File: config.mk
export PLATFORM = sky130hd
export DESIGN_NAME = button_conditioner
export DESIGN_NICKNAME = d
export VERILOG_FILES = /design/src/rtl/button_conditioner.sv
export SDC_FILE = /design/constraint.sdc
export NUM_CORES = 1
export LEC_CHECK = 0
export ABC_AREA = 1
export CAP_MARGIN = 0
export CORE_MARGIN = 5
export CORE_UTILIZATION = 35
export CTS_BUF_LIST = sky130_fd_sc_hd__clkbuf_8 sky130_fd_sc_hd__clkbuf_16
export CTS_CLUSTER_DIAMETER = 150
export DETAILED_ROUTE_END_ITERATION = 10
export HOLD_SLACK_MARGIN = 0.03
export PLACE_DENSITY = 0.55
export SYNTH_ARGS = -nofsm -noshare
export SYNTH_HDL_FRONTEND = slang
export SYNTH_SLANG_ARGS = --single-unit
File: constraint.sdc
create_clock -name clk -period 5.9 [get_ports clk]
set_clock_uncertainty 0.05 [all_clocks]
set_input_delay 1.18 -clock clk [delete_from_list [all_inputs] [get_ports clk]]
set_output_delay 1.18 -clock clk [all_outputs]
set_load 0.005 [all_outputs]
File: src/rtl/button_conditioner.sv
// Four-button front end: synchronise, debounce and reduce to a one-hot (or zero)
// level with a press strobe, rejecting any multi-button condition.
module button_conditioner #(
  parameter int SYNC_STAGES     = 2,
  parameter int DEBOUNCE_CYCLES = 1000000
) (
  input  logic       clk,
  input  logic       reset,
  input  logic [3:0] btn_raw,
  output logic [3:0] btn,
  output logic       press_pulse,
  output logic [1:0] press_id,
  output logic       multi_err,
  output logic [1:0] dbg_state
);

  localparam int CW = $clog2(DEBOUNCE_CYCLES);
  localparam logic [CW-1:0] CNT_LAST = CW'(DEBOUNCE_CYCLES - 1);

  typedef enum logic [1:0] {
    S_IDLE  = 2'd0,
    S_PRESS = 2'd1,
    S_LOCK  = 2'd2
  } state_t;

  logic [SYNC_STAGES-1:0][3:0] sync_q, sync_d;
  logic [3:0]                  sync;
  logic [3:0]                  db_q, db_d;
  logic [3:0][CW-1:0]          cnt_q, cnt_d;
  state_t                      state_q, state_d;
  logic [3:0]                  btn_q, btn_d;
  logic [1:0]                  press_id_q, press_id_d;
  logic                        press_pulse_q, press_pulse_d;
  logic                        multi_err_q, multi_err_d;
  logic [2:0]                  popcnt;
  logic [1:0]                  enc;

  // Plain shift chain: stage 0 is the only flop that sees the raw pins.
  always_comb begin
    sync_d = {sync_q[SYNC_STAGES-2:0], btn_raw};
    sync   = sync_q[SYNC_STAGES-1];
  end

  always_comb begin
    db_d  = db_q;
    cnt_d = cnt_q;
    for (int i = 0; i < 4; i++) begin
      if (sync[i] == db_q[i]) begin
        cnt_d[i] = '0;
      end else if (cnt_q[i] == CNT_LAST) begin
        db_d[i]  = sync[i];
        cnt_d[i] = '0;
      end else begin
        cnt_d[i] = cnt_q[i] + CW'(1);
      end
    end
  end

  always_ff @(posedge clk or negedge reset) begin
    if (!reset) begin
      sync_q <= '0;
      db_q   <= '0;
      cnt_q  <= '0;
    end else begin
      sync_q <= sync_d;
      db_q   <= db_d;
      cnt_q  <= cnt_d;
    end
  end

  always_comb begin
    popcnt = 3'd0;
    enc    = 2'd0;
    for (int i = 0; i < 4; i++) begin
      popcnt = popcnt + {2'b00, db_q[i]};
      if (db_q[i]) enc = 2'(i);
    end
  end

  // State register; the registered outputs share its reset and clock.
  always_ff @(posedge clk or negedge reset) begin
    if (!reset) begin
      state_q       <= S_IDLE;
      btn_q         <= '0;
      press_id_q    <= '0;
      press_pulse_q <= 1'b0;
      multi_err_q   <= 1'b0;
    end else begin
      state_q       <= state_d;
      btn_q         <= btn_d;
      press_id_q    <= press_id_d;
      press_pulse_q <= press_pulse_d;
      multi_err_q   <= multi_err_d;
    end
  end

  always_comb begin
    state_d = state_q;
    case (state_q)
      S_IDLE: begin
        if (popcnt == 3'd1)      state_d = S_PRESS;
        else if (popcnt >= 3'd2) state_d = S_LOCK;
      end
      S_PRESS: begin
        if (db_q == 4'd0)       state_d = S_IDLE;
        else if (db_q != btn_q) state_d = S_LOCK;
      end
      S_LOCK: begin
        if (db_q == 4'd0) state_d = S_IDLE;
      end
      default: state_d = S_IDLE;
    endcase
  end

  // press_id is only rewritten on an accepted press so it holds while idle.
  always_comb begin
    btn_d         = btn_q;
    press_id_d    = press_id_q;
    press_pulse_d = 1'b0;
    multi_err_d   = 1'b0;
    case (state_q)
      S_IDLE: begin
        if (popcnt == 3'd1) begin
          btn_d         = db_q;
          press_id_d    = enc;
          press_pulse_d = 1'b1;
        end else if (popcnt >= 3'd2) begin
          multi_err_d = 1'b1;
        end
      end
      S_PRESS: begin
        if (db_q == 4'd0) begin
          btn_d = 4'd0;
        end else if (db_q != btn_q) begin
          btn_d       = 4'd0;
          multi_err_d = 1'b1;
        end
      end
      default: btn_d = 4'd0;
    endcase
  end

  assign btn         = btn_q;
  assign press_pulse = press_pulse_q;
  assign press_id    = press_id_q;
  assign multi_err   = multi_err_q;
  assign dbg_state   = state_q;

endmodule

* Word level (Yosys, flattened, before mapping)
Cells that the tools add are included.
Word-level totals: register bits 102, output and inout port bits 10, word-level logic and storage cells 80
Cells by class: $add $sub $neg 7, order comparisons 1, equal/unequal tests 16, multiplexer cells 28, bitwise operators 4, reductions and logical operators 9
Operator list (count):
- $mux W20 | 8
- $add A20 B1 Y20 const B | 4
- $eq A20 B20 Y1 const B | 4
- $mux W2 | 7
- $mux W4 | 3
- $reduce_and A2 Y1 | 6
- $pmux W4 S2 | 1
- $mux W1 | 7
- $ne A3 B3 Y1 const B | 2
- $pmux W2 S3 | 1
- $eq A1 B1 Y1 | 4
- $logic_not A4 Y1 | 1
- $ne A2 B2 Y1 const B | 2
- $ne A4 B4 Y1 | 1
- $not A1 Y1 | 4
- $add A2 B1 Y3 | 1
- $add A3 B1 Y3 | 1
- $eq A3 B1 Y1 const B | 1
- $ge A3 B2 Y1 const B | 1
- $reduce_and A3 Y1 | 1
- $add A1 B1 Y2 | 1
- $eq A2 B1 Y1 const B | 1
- $eq A2 B2 Y1 const B | 1
- $logic_not A2 Y1 | 1
- $pmux W1 S2 | 1

* Depth between registers and ports, before layout
word-level depth 7, gate-level depth with buffers 12

* Least setup slack after synthesis
No wires, ideal clock.
path type register to register, start register db_q[0], end register press_id_q[1] (netlist: press_id[1]), setup time 0.125 ns, data arrival time 2.204 ns, slack 3.521 ns, cell stages (with the launch flop) 11, buffers on the path 0, clock period less this slack 2.379 ns, path through dfrtp_1 > inv_1 > fa_1 > inv_1 > ha_1 > inv_1 > ha_1 > inv_1 > nand3b_1 > nor2_4 > mux2_2
Between the ends: word-level cells in the longest chain between the ends 5
RTL lines:
- from (decl) | RTL line 28 | logic [3:0] db_q, db_d;
- from (signal assigned) | RTL line 62 | db_q <= '0;
- from (signal assigned) | RTL line 66 | db_q <= db_d;
- $add A1 B1 Y2 | RTL line 75 | popcnt = popcnt + {2'b00, db_q[i]};
- $add A2 B1 Y3 | RTL line 75
- $add A3 B1 Y3 | RTL line 75
- $eq A3 B1 Y1 | RTL line 123 | if (popcnt == 3'd1) begin
- $reduce_and A2 Y1 (no source line)
- to (signal assigned) | RTL line 91 | press_id_q <= press_id_d;
- to (decl) | RTL line 32 | logic [1:0] press_id_q, press_id_d;
Every way passes these cells. A chain may end at the register's enable or synchronous reset.

* Worst setup path after layout
Same ends and word-level chain as after synthesis.

==> flow_metrics.py <==
metrics = {
    "setup_path": {
        "worst-path-max-fanout": 8,
        "critPathRequiredTime_ns": 6.09,
        "cp_top_family": "adder cells",
        "critical_path.most_common_cell": "inv_1",
        "timing.critical_path.cells": "inv_1 > fa_1 > inv_1 > ha_1 > inv_1 > ha_1 > inv_1 > nand3b_1 > nor2_4 > mux2_2",
        "timing.critical_path.to_type": "register",
        "crit_path_start_kind": "register",
        "combined_buffer_and_inverter_count_along_the_critical_path": 4,
        "cpPeakStageDelay_ns": 0.54,
        "critical_path.slowest_cell": "fa_1",
        "crit_arrival_ns": 2.76,
        "path_class": "register to register",
    },
    "global_route": {
        "gr-total-overflow": 0,
        "grt_usage_pct": 12.9,
        "antenna_found_initial": 0,
        "grt_max_degree": 55,
        "global_route_wire_length_before_repair_um": 19100,
        "first_global_vias": 4142,
    },
    "detailed_routing": {
        "postRouteWirelength_um": 10500,
        "detailroute.via_count": 4129,
        "initialDrtViolationCount": 288,
        "first_pass_iters": 4,
        "post_drt_wl_per_cell_um": 11.8,
        "drt.antenna.violating_nets": 0,
        "avgViaCountPerCell": 4.61,
        "drc_errors": 0,
    },
    "clock_tree": {
        "postCtsResizedCells": 0,
        "tritoncts": "built",
        "cts.root.buffer_cell": "clkbuf_16",
        "tritoncts.num_buffers": 9,
        "insertion_delay_ns": 0.35,
        "cts-hold-fix-buffers": 0,
        "post_cts_buffers": 0,
        "cts-root-to-sink-buffers": 2,
        "htree_levels": 3,
        "clock-sinks": 102,
        "clkSlewWorstSetupHoldPaths_ns": 0.07,
    },
    "logic_synthesis": {
        "synthArstFlopShare_pct": 100,
        "synthesis.area_per_instance_um2": 7.97,
        "yosysSeqAreaShare_pct": 47.3,
        "area_leader_netlist": "dfrtp_1",
        "synth_top_cell_area_share_pct": 47.3,
        "synth_cell_types": 30,
        "yosysMostFrequentCell": "nor2_1",
        "gate_count_of_the_mapped_netlist": 677,
        "synth_flop_cell": "dfrtp_1",
        "yosysWarnings": 0,
        "synth_area_um2": 5390,
        "postSynthRegisterBits": 102,
        "synth_nets": 692,
        "edff_count_synth": 0,
        "synth.cells.most_frequent": "nor2_1, nand2_1, dfrtp_1",
        "synth_top_area_cells": "dfrtp_1, nor2_1, nand2_1",
    },
    "pwr": {
        "power.leakage_nw": 2.71,
        "power_mw": 1.31,
        "power_density_nw_per_um2": 216,
        "irDropWorstVdd_uv": 137,
    },
    "floorplanning": {
        "die_h_um": 134,
        "io_pins": 16,
        "die_area_um2": 18000,
        "standard_cell_core_area_um2": 15100,
        "cell_rows": 45,
        "start_util_pct": 35.6,
        "die_width_um": 134,
    },
    "timing": {
        "rsz0062_at_grt": "false",
        "sum_of_negative_setup_slack_ns": 0,
        "slew_headroom_pct": 56.0,
        "post-route-period-util_pct": 43.6,
        "hold_violations": 0,
        "achievable-frequency_mhz": 388,
        "worst_slew_pin_slew_ns": 0.661,
        "finalCriticalPeriod_ns": 2.57,
        "setup_viol_count_final": 0,
        "timing_max_transition_violations_final": 0,
    },
    "final_layout": {
        "net_count_reported_at_finish": 719,
        "antenna_cells_inserted": 0,
        "multiInputGateArea_um2": 2510,
        "fillerInstances": 1525,
        "sequential_cell_area_um2": 2550,
        "flow.area_growth_from_synthesis_pct": 12.2,
        "drive_gt1_share_pct": 10.5,
    },
    "run": {
        "cap_violations": 0,
    },
    "status": {
        "run_status": "finished, final reports clean",
    },
    "place": {
        "finalWeightedCongestion": 0.827,
        "io_buffer_count": 15,
        "hpwl_um": 7760,
    },
    "min_path": {
        "hold_path.class": "register to register",
    },
}
-- worst register-to-register path, cell delays in order, from the launching register on --
cell,delay [ns]
dfrtp_1,0.43
inv_1,0.11
fa_1,0.54
inv_1,0.04
ha_1,0.19
inv_1,0.06
ha_1,0.22
inv_1,0.05
nand3b_1,0.17
nor2_4,0.24
mux2_2,0.36
-- cells in the final DEF (no fill, tap or decap) --
cell,count
a21oi_1,12
clkbuf_16,9
clkinv_4,2
nor3_2,5
and2_1,1
nor3b_1,4
fa_1,1
nor3_1,16
o21bai_1,2
nand3_1,41
nand4_1,7
inv_1,82
xnor2_1,9
o21ai_0,8
nand2_1,141
nand2_2,16
clkdlybuf4s50_1,14
buf_4,2
or2_1,1
nand3b_1,3
nor2b_1,1
o211ai_1,1
nand3_2,5
mux2_2,1
clkinv_2,1
o21a_1,1
nor2_4,11
xor2_1,31
clkbuf_8,1
ha_1,8
nor2_2,13
a31o_2,1
dfrtp_1,102
inv_2,6
inv_4,1
nor2_1,147
-- where the power goes --
group          switching [mW]  total [mW]  internal (mW)
clock                   0.258       0.551          0.292
sequential            0.00615       0.714          0.708
combinational          0.0324      0.0437         0.0113
total                   0.297        1.31           1.01
-- sequential cells by signal (all words and copies together), names as in the netlist --
signal       count
db_q             4
sync_d           4
press_pulse      1
press_id         2
cnt_q           80
sync             4
btn              4
dbg_state        2
multi_err        1
-- worst paths after layout --
path,to,cells after the start,start,slack [ns]
setup / recovery,press_id[1]$_DFFE_PN0P_,10,db_q[0]$_DFFE_PN0P_,3.33
hold / removal,sync[2]$_DFF_PN0_,0,sync_d[6]$_DFF_PN0_,0.30
setup reg to reg,press_id[1]$_DFFE_PN0P_,10,db_q[0]$_DFFE_PN0P_,3.33
hold reg to reg,sync[2]$_DFF_PN0_,0,sync_d[6]$_DFF_PN0_,0.30
max in group asynchronous,cnt_q[54]$_DFF_PN0_,2,reset,3.89
min in group asynchronous,cnt_q[76]$_DFF_PN0_,1,reset,0.79
-- per-stage QoR --
step / util (%) / hold slack (ns) / std cells / cell area, um^2 / worst slack, ns
global placement: 38.2 / 0.283 / 881 / 5780 / 3.38
floorplan: - / 0.281 / 677 / 5390 / 3.52
CTS: 39.9 / 0.301 / 895 / 6050 / 3.30
detailed placement: 38.2 / 0.285 / 881 / 5780 / 3.33
global route: 39.9 / 0.302 / 895 / 6050 / 3.13
finish: 39.9 / 0.298 / 895 / 6050 / 3.33
-- cells by family (layout without fill, tap and decap cells) --
family	Yosys count	in the layout	synth area share, %
and+or+nand+nor	412	412	35.0
DFF	102	102	47.3
buffers and inverters	88	118	6.17
xor gates and xnor gates	40	40	6.50
AOI/OAI and AO/OA	25	25	2.58
adders and majority gates	9	9	2.23
muxes	1	1	0.209
-- metal layers --
metal / routed length (um) / GRT usage [%] / up-vias
met5: 0 / 0 / -
met4: 182 / 4.75 / 0
met3: 324 / 2.70 / 13
met2: 4840 / 20.6 / 40
met1: 5180 / 17.4 / 1944
li1: - / - / 2132
-- area by class of cell --
type | count | area share [%]
clock inverters | 4 | 0.434
clock buffers | 10 | 3.95
flip-flops and latches | 102 | 42.2
inverters | 88 | 5.50
repair buffers | 16 | 2.57
multi-input cells | 487 | 41.5
well taps | 188 | 3.89
(Power assumes the default switching activity.)
